$ cat src/rtl/tinker_pkg.sv
// Shared Tinker core definitions: register file geometry and command encodings.
package tinker_pkg;

    localparam int unsigned DATA_W   = 64;
    localparam int unsigned NUM_REGS = 32;
    localparam int unsigned IDX_W    = $clog2(NUM_REGS);

    typedef enum logic [1:0] {
        CMD_IDLE  = 2'b00,
        CMD_READ1 = 2'b01,
        CMD_READ2 = 2'b10,
        CMD_WRITE = 2'b11
    } cmd_e;

endpackage

$ cat src/rtl/register_file.sv
// Tinker architectural register file: 32 x 64-bit registers, one command per cycle,
// read data returned through registered output latches one edge after the command.
module register_file
    import tinker_pkg::cmd_e;
    import tinker_pkg::CMD_READ1;
    import tinker_pkg::CMD_READ2;
    import tinker_pkg::CMD_WRITE;
#(
    parameter int unsigned DATA_W   = tinker_pkg::DATA_W,
    parameter int unsigned NUM_REGS = tinker_pkg::NUM_REGS,
    parameter int unsigned IDX_W    = tinker_pkg::IDX_W
) (
    input  logic                     clk,
    input  logic                     rst,
    input  logic [1:0]               control_signal,
    input  logic signed [DATA_W-1:0] input_port_1,
    input  logic signed [DATA_W-1:0] input_port_2,
    output logic signed [DATA_W-1:0] output_latch_1,
    output logic signed [DATA_W-1:0] output_latch_2
);

    cmd_e                cmd;
    logic [IDX_W-1:0]    idx_a;
    logic [IDX_W-1:0]    idx_b;
    logic [DATA_W-1:0]   regs [NUM_REGS];
    logic [NUM_REGS-1:0] reg_we;
    logic [DATA_W-1:0]   rd_a;
    logic [DATA_W-1:0]   rd_b;
    logic                unused_idx_bits;

    assign cmd   = cmd_e'(control_signal);
    // Only the low index bits address the array; upper bits alias onto it.
    assign idx_a = input_port_1[IDX_W-1:0];
    assign idx_b = input_port_2[IDX_W-1:0];
    assign unused_idx_bits = ^input_port_2[DATA_W-1:IDX_W];

    // Per-register write-enable decode from the write index.
    always_comb begin
        reg_we = '0;
        for (int unsigned i = 0; i < NUM_REGS; i++) begin
            reg_we[i] = (cmd == CMD_WRITE) && (idx_b == IDX_W'(i));
        end
    end

    // Register array storage, cleared asynchronously.
    always_ff @(posedge clk or posedge rst) begin
        if (rst) begin
            for (int unsigned i = 0; i < NUM_REGS; i++) begin
                regs[i] <= '0;
            end
        end else begin
            for (int unsigned i = 0; i < NUM_REGS; i++) begin
                if (reg_we[i]) begin
                    regs[i] <= input_port_1;
                end
            end
        end
    end

    // Two independent read muxes.
    always_comb begin
        rd_a = regs[idx_a];
        rd_b = regs[idx_b];
    end

    // Output latches: A loads on read1/read2, B loads on read2 only.
    always_ff @(posedge clk or posedge rst) begin
        if (rst) begin
            output_latch_1 <= '0;
            output_latch_2 <= '0;
        end else begin
            if (cmd == CMD_READ1 || cmd == CMD_READ2) begin
                output_latch_1 <= rd_a;
            end
            if (cmd == CMD_READ2) begin
                output_latch_2 <= rd_b;
            end
        end
    end

endmodule

$ cat config.mk
export PLATFORM = sky130hd
export DESIGN_NAME = register_file
export DESIGN_NICKNAME = d
export VERILOG_FILES = /design/src/rtl/tinker_pkg.sv /design/src/rtl/register_file.sv
export SDC_FILE = /design/constraint.sdc
export NUM_CORES = 2
export LEC_CHECK = 0
export ABC_CLOCK_PERIOD_IN_PS = 219600
export BUFFER_PORTS_ARGS = -buffer_cell sky130_fd_sc_hd__buf_2
export CORE_MARGIN = 10
export CORE_UTILIZATION = 35
export CTS_BUF_LIST = sky130_fd_sc_hd__clkbuf_8
export DETAILED_ROUTE_END_ITERATION = 10
export PLACE_DENSITY = 0.55
export SLEW_MARGIN = 10
export SYNTH_ARGS = -nofsm -noshare
export SYNTH_HDL_FRONTEND = slang
export SYNTH_SLANG_ARGS = --single-unit
$ cat constraint.sdc
create_clock -name clk -period 219.6 [get_ports clk]
set_input_delay 54.9 -clock clk [delete_from_list [all_inputs] [get_ports clk]]
set_output_delay 54.9 -clock clk [all_outputs]
set_load 0.02 [all_outputs]
# After elaboration in Yosys (flattened, before gate mapping)

Index checks and enable logic that the tools add are counted.

Flip-flop bits (word level): 2176
Input bits: 132
Output and inout port bits: 128
Logic and storage cells: 112

Magnitude comparators: 2
Equality and inequality tests: 34
Mux-type cells: 6
Bitwise gates (word level): 2
Reduce and logical (&&, ||, !) cells: 34

Operators with widths:

| kind               | count |
|---|---|
| $bmux 64 s5        | 2 |
| $mux 64            | 4 |
| $eq 5x5->1 const B | 16 |
| $eq 5x4->1 const B | 8 |
| $logic_and 1x1->1  | 32 |
| $eq 5x3->1 const B | 4 |
| $ge 6x6->1 const B | 2 |
| $not 5->6          | 2 |
| $eq 5x2->1 const B | 2 |
| $eq 5x1->1 const B | 1 |
| $logic_not 5->1    | 1 |
| $eq 2x2->1 const B | 2 |
| $eq 2x1->1 const B | 1 |
| $logic_or 1x1->1   | 1 |

# Logic depth before layout (Yosys ltp)

Depth in word-level cells: 4
Gate-level depth with buffers: 9
Gate-level depth less buffers: 6

# Worst setup path after synthesis

No wires, ideal clock.

Kind: input port to flip-flop
From: input port input_port_1[1]
To: register output_latch_1[14]
Setup time: 0.126 ns
Arrival: 56.692 ns
Data required time: 219.474 ns
Path slack: 162.782 ns
Stages: 8
Path buffers: 4
Path through: clkbuf_1 buf_2 buf_2 clkbuf_1 mux4_2 a22oi_1 nand2_1 a221o_1

Longest elaborated chain between the ends: 4

Ends and longest elaborated chain:

| what                                        | line                | source |
|---|---|---|
| start, declared                             | register_file.sv:16 | `input logic signed [DATA_W-1:0] input_port_1,` |
| $not 5->6 (not written as such)             | register_file.sv:62 | `rd_a = regs[idx_a];` |
| $bmux 64 s5                                 | register_file.sv:62 |  |
| $mux 64 (not written as such) (2 in series) | register_file.sv:62 |  |
| end signal, assigned                        | register_file.sv:73 | `output_latch_1 <= rd_a;` |
| end, declared                               | register_file.sv:18 | `output logic signed [DATA_W-1:0] output_latch_1,` |

Every way passes these cells. The select of a mux whose other input is x is not followed.
A chain may end at the register's enable or synchronous reset.

==> results.sh <==
export IMPL_worst_pin_slew_ns=1.40
export IMPL_setup_violations=0
export IMPL_grt_overflow_total=0
export IMPL_worstPathArrival_ns=61.76
export IMPL_yosys_area_top_type="dfrtp_1"
export IMPL_dr_pass1_iters=5
export IMPL_ant_nets=0
export IMPL_vias=69990
export IMPL_synth_cell_types=42
export IMPL_htree_levels=5
export IMPL_port_buffer_count=200
export IMPL_grt_pass1_wl_mm=549
export IMPL_cp_slowest_cell="buf_4"
export IMPL_drt_initial_drc_count=6440
export IMPL_nNetsFinal=7116
export IMPL_hold_violations=0
export IMPL_cts_num_sinks=2176
export IMPL_cts_made_buffers=386
export IMPL_slew_headroom=0.0572
export IMPL_wl_per_cell_um=33.5
export IMPL_drive_above_1_share=0.566
export IMPL_antenna_found_initial=45
export IMPL_grt_max_degree=189
export IMPL_crit_family="buffers and inverters"
export IMPL_crit_type="input pin to asynchronous set/reset pin"
export IMPL_crit_path_start_kind="input pin"
export IMPL_endpoint_kind="asynchronous set/reset pin"
export IMPL_power_density_nw_per_um2=8.58
export IMPL_grt_pass1_vias=73903
export IMPL_drc=0
export IMPL_stdcell_area_um2=123000
export IMPL_hold_path_class="register to register"
export IMPL_clk_latency_ns=1.06
export IMPL_ir_drop_uv=5.20
export IMPL_synth_edff_count=0
export IMPL_finalSetupTns_ns=0
export IMPL_die_width_um=582
export IMPL_ios=260
export IMPL_cts_resized=0
export IMPL_rsz0062_at_grt="false"
export IMPL_die_area_um2=339000
export IMPL_synth_net_count=7139
export IMPL_cp_common_cell="buf_4"
export IMPL_synth_area_per_cell_um2=15.8
export IMPL_synth_seq_cells=2176
export IMPL_root_buffer="clkbuf_8"
export IMPL_crit_chain="buf_2, inv_8, buf_4, buf_4, buf_4, buf_12, buf_4, buf_4, buf_12"
export IMPL_async_flop_share=1.00
export IMPL_clk_pin_slew_ns=0.06
export IMPL_num_fill_cells=29297
export IMPL_fmax_mhz=16.4
export IMPL_yosys_top_cells_area="dfrtp_1 49%, mux2_2 22%, mux4_2 20%"
export IMPL_maxCapViolCount=0
export IMPL_dpl_cell_area_um2=115000
export IMPL_dp_hpwl_mm=210
export IMPL_critPathMaxStageDelay_ns=0.95
export IMPL_fin_crit_ns=60.83
export IMPL_post_cts_buffers=0
export IMPL_final_setup_skew_ns=0.0944
export IMPL_clock_path_buffers=4
export IMPL_status="completed"
export IMPL_cp_max_fo=188
export IMPL_synth_ff_type="dfrtp_1"
export IMPL_start_util=0.351
export IMPL_period_share=0.277
export IMPL_netlist_area_um2=111000
export IMPL_synth_cells=7005
export IMPL_seq_area_frac_synth=0.492
export IMPL_yosys_warnings=0
export IMPL_cts_hold_buf=0
export IMPL_gp_congestion=0.772
export IMPL_fp_row_count=206
export IMPL_critPathRequiredTime_ns=220.53
export IMPL_core_area_um2=315000
export IMPL_viasPerCell=6.12
export IMPL_slew_violations=0
export IMPL_die_height_um=582
export IMPL_path_buf_inv=9
export IMPL_p_leak_nw=55.0
export IMPL_syn2layout_area_growth_pct=11.1
export IMPL_cts_tree="done"
export IMPL_synth_top_cell_area_share=0.492
export IMPL_routed_wl_mm=383
export IMPL_grt_usage=0.220
kinds of logic after synthesis:
family                     synth area share
muxes                                 0.426
DFF                                   0.492
buffers and inverters                0.0306
AOI/OAI and AO/OA                    0.0396
and+or+nand+nor                      0.0118
adders and majority gates          0.000226
per-stage QoR:
| stage | hold slack, ns | setup slack, ns | utilization | power (W) | std cells |
|---|---|---|---|---|---|
| 6_report | 0.501 | 158.77 | 0.390 | 0.00106 | 11435 |
| 3_5_place_dp | 0.490 | 157.59 | 0.366 | 0.000679 | 10754 |
| 2_1_floorplan | 0.491 | 103.22 | - | 0.000628 | 7005 |
| 5_1_grt | 0.519 | 157.85 | 0.390 | 0.00110 | 11426 |
| 4_1_cts | 0.509 | 158.65 | 0.390 | 0.00106 | 11424 |
| 3_3_place_gp | 0.488 | 157.80 | 0.366 | 0.000671 | 10754 |
cell usage in the layout, fill, tap and decap left out, types with 4 or more instances in the layout:
| cell type | n |
|---|---|
| dfrtp_1 | 2176 |
| mux2_2 | 2130 |
| mux4_2 | 1005 |
| clkbuf_8 | 492 |
| o22ai_1 | 262 |
| buf_2 | 193 |
| a22oi_1 | 189 |
| buf_4 | 153 |
| inv_1 | 129 |
| nand2_1 | 77 |
| a221o_1 | 63 |
| mux2i_1 | 49 |
| nor4_1 | 46 |
| a21oi_1 | 36 |
| clkinv_2 | 28 |
| nor3_1 | 27 |
| nor2_1 | 23 |
| nand2_4 | 17 |
| a221oi_1 | 17 |
| o211ai_1 | 17 |
| nor2_4 | 14 |
| a211oi_1 | 14 |
| diode_2 | 11 |
| buf_12 | 10 |
| inv_8 | 8 |
| or2_2 | 7 |
| o211a_1 | 7 |
| nor2b_4 | 5 |
| buf_8 | 5 |
| or3_4 | 4 |
| nand3b_1 | 4 |
| inv_12 | 4 |
| clkinvlp_4 | 4 |
synthesized netlist by cell type, types with 3 or more instances:
| cell type | number |
|---|---|
| mux2i_1 | 49 |
| o22ai_1 | 262 |
| dfrtp_1 | 2176 |
| nor3_2 | 3 |
| nand2_1 | 95 |
| nand3b_1 | 4 |
| a211o_1 | 3 |
| mux4_2 | 1005 |
| buf_4 | 16 |
| buf_2 | 285 |
| o211ai_1 | 17 |
| or2_2 | 9 |
| o221a_2 | 3 |
| o211a_1 | 7 |
| nor4_1 | 47 |
| a21oi_1 | 36 |
| mux2_2 | 2130 |
| or3b_2 | 4 |
| nand2b_1 | 6 |
| a211oi_1 | 14 |
| or3_1 | 4 |
| buf_6 | 8 |
| nor3_1 | 27 |
| nor2b_1 | 7 |
| a221o_1 | 63 |
| clkbuf_1 | 426 |
| nor2_1 | 37 |
| buf_1 | 37 |
| a22oi_1 | 189 |
| a221oi_1 | 17 |
| nand4b_1 | 3 |
worst reg2reg max path: stages (launching register included):
cell	delay, ns
dfrtp_1	0.39
mux4_2	0.26
o22ai_1	0.07
nor4_1	1.19
mux2_2	0.33
flip-flops by register name, indices dropped and copies added, names as in the netlist:
register        flops
regs             2048
output_latch_1     64
output_latch_2     64
where the power goes:
group          internal [W]  leakage, nW  total [W]  switching, W
Clock              0.000203         4.46   0.000382      0.000179
Combinational     0.0000980         21.7   0.000175     0.0000773
Sequential         0.000456         28.9   0.000497     0.0000414
per-layer routing:
layer / GRT usage / part of all wire
met5: 0 / 0.00026
met4: 0.0863 / 0.044
met3: 0.0439 / 0.071
met2: 0.356 / 0.47
met1: 0.291 / 0.41
path summary, 6_finish.rpt:
| kind | depth (start not counted) | startpoint | end | slack [ns] |
|---|---|---|---|---|
| setup / recovery | 9 | rst | regs[556] | 158.77 |
| hold / removal | 1 | output_latch_2[60] | output_latch_2[60] | 0.50 |
| setup reg to reg | 4 | regs[1024] | output_latch_2[0] | 217.26 |
| min in group asynchronous | 2 | rst | output_latch_2[62] | 54.07 |
| hold reg to reg | 1 | output_latch_2[60] | output_latch_2[60] | 0.50 |
| max in group clk | 9 | input_port_1[0] | output_latch_1[50] | 160.34 |
area by class of cell:
cell class	count	area, µm²	area share
Sequential cell	2176	54500	0.443
Multi-Input combinational cell	4055	53200	0.433
Clock buffer	492	6770	0.0551
Tap cell	4160	5200	0.0423
Timing Repair Buffer	361	2390	0.0194
Clock inverter	178	913	0.00743
Antenna cell	11	27.5	0.000224
Inverter	2	15.0	0.000122
Note: power is estimated with default switching activity, not from simulation.
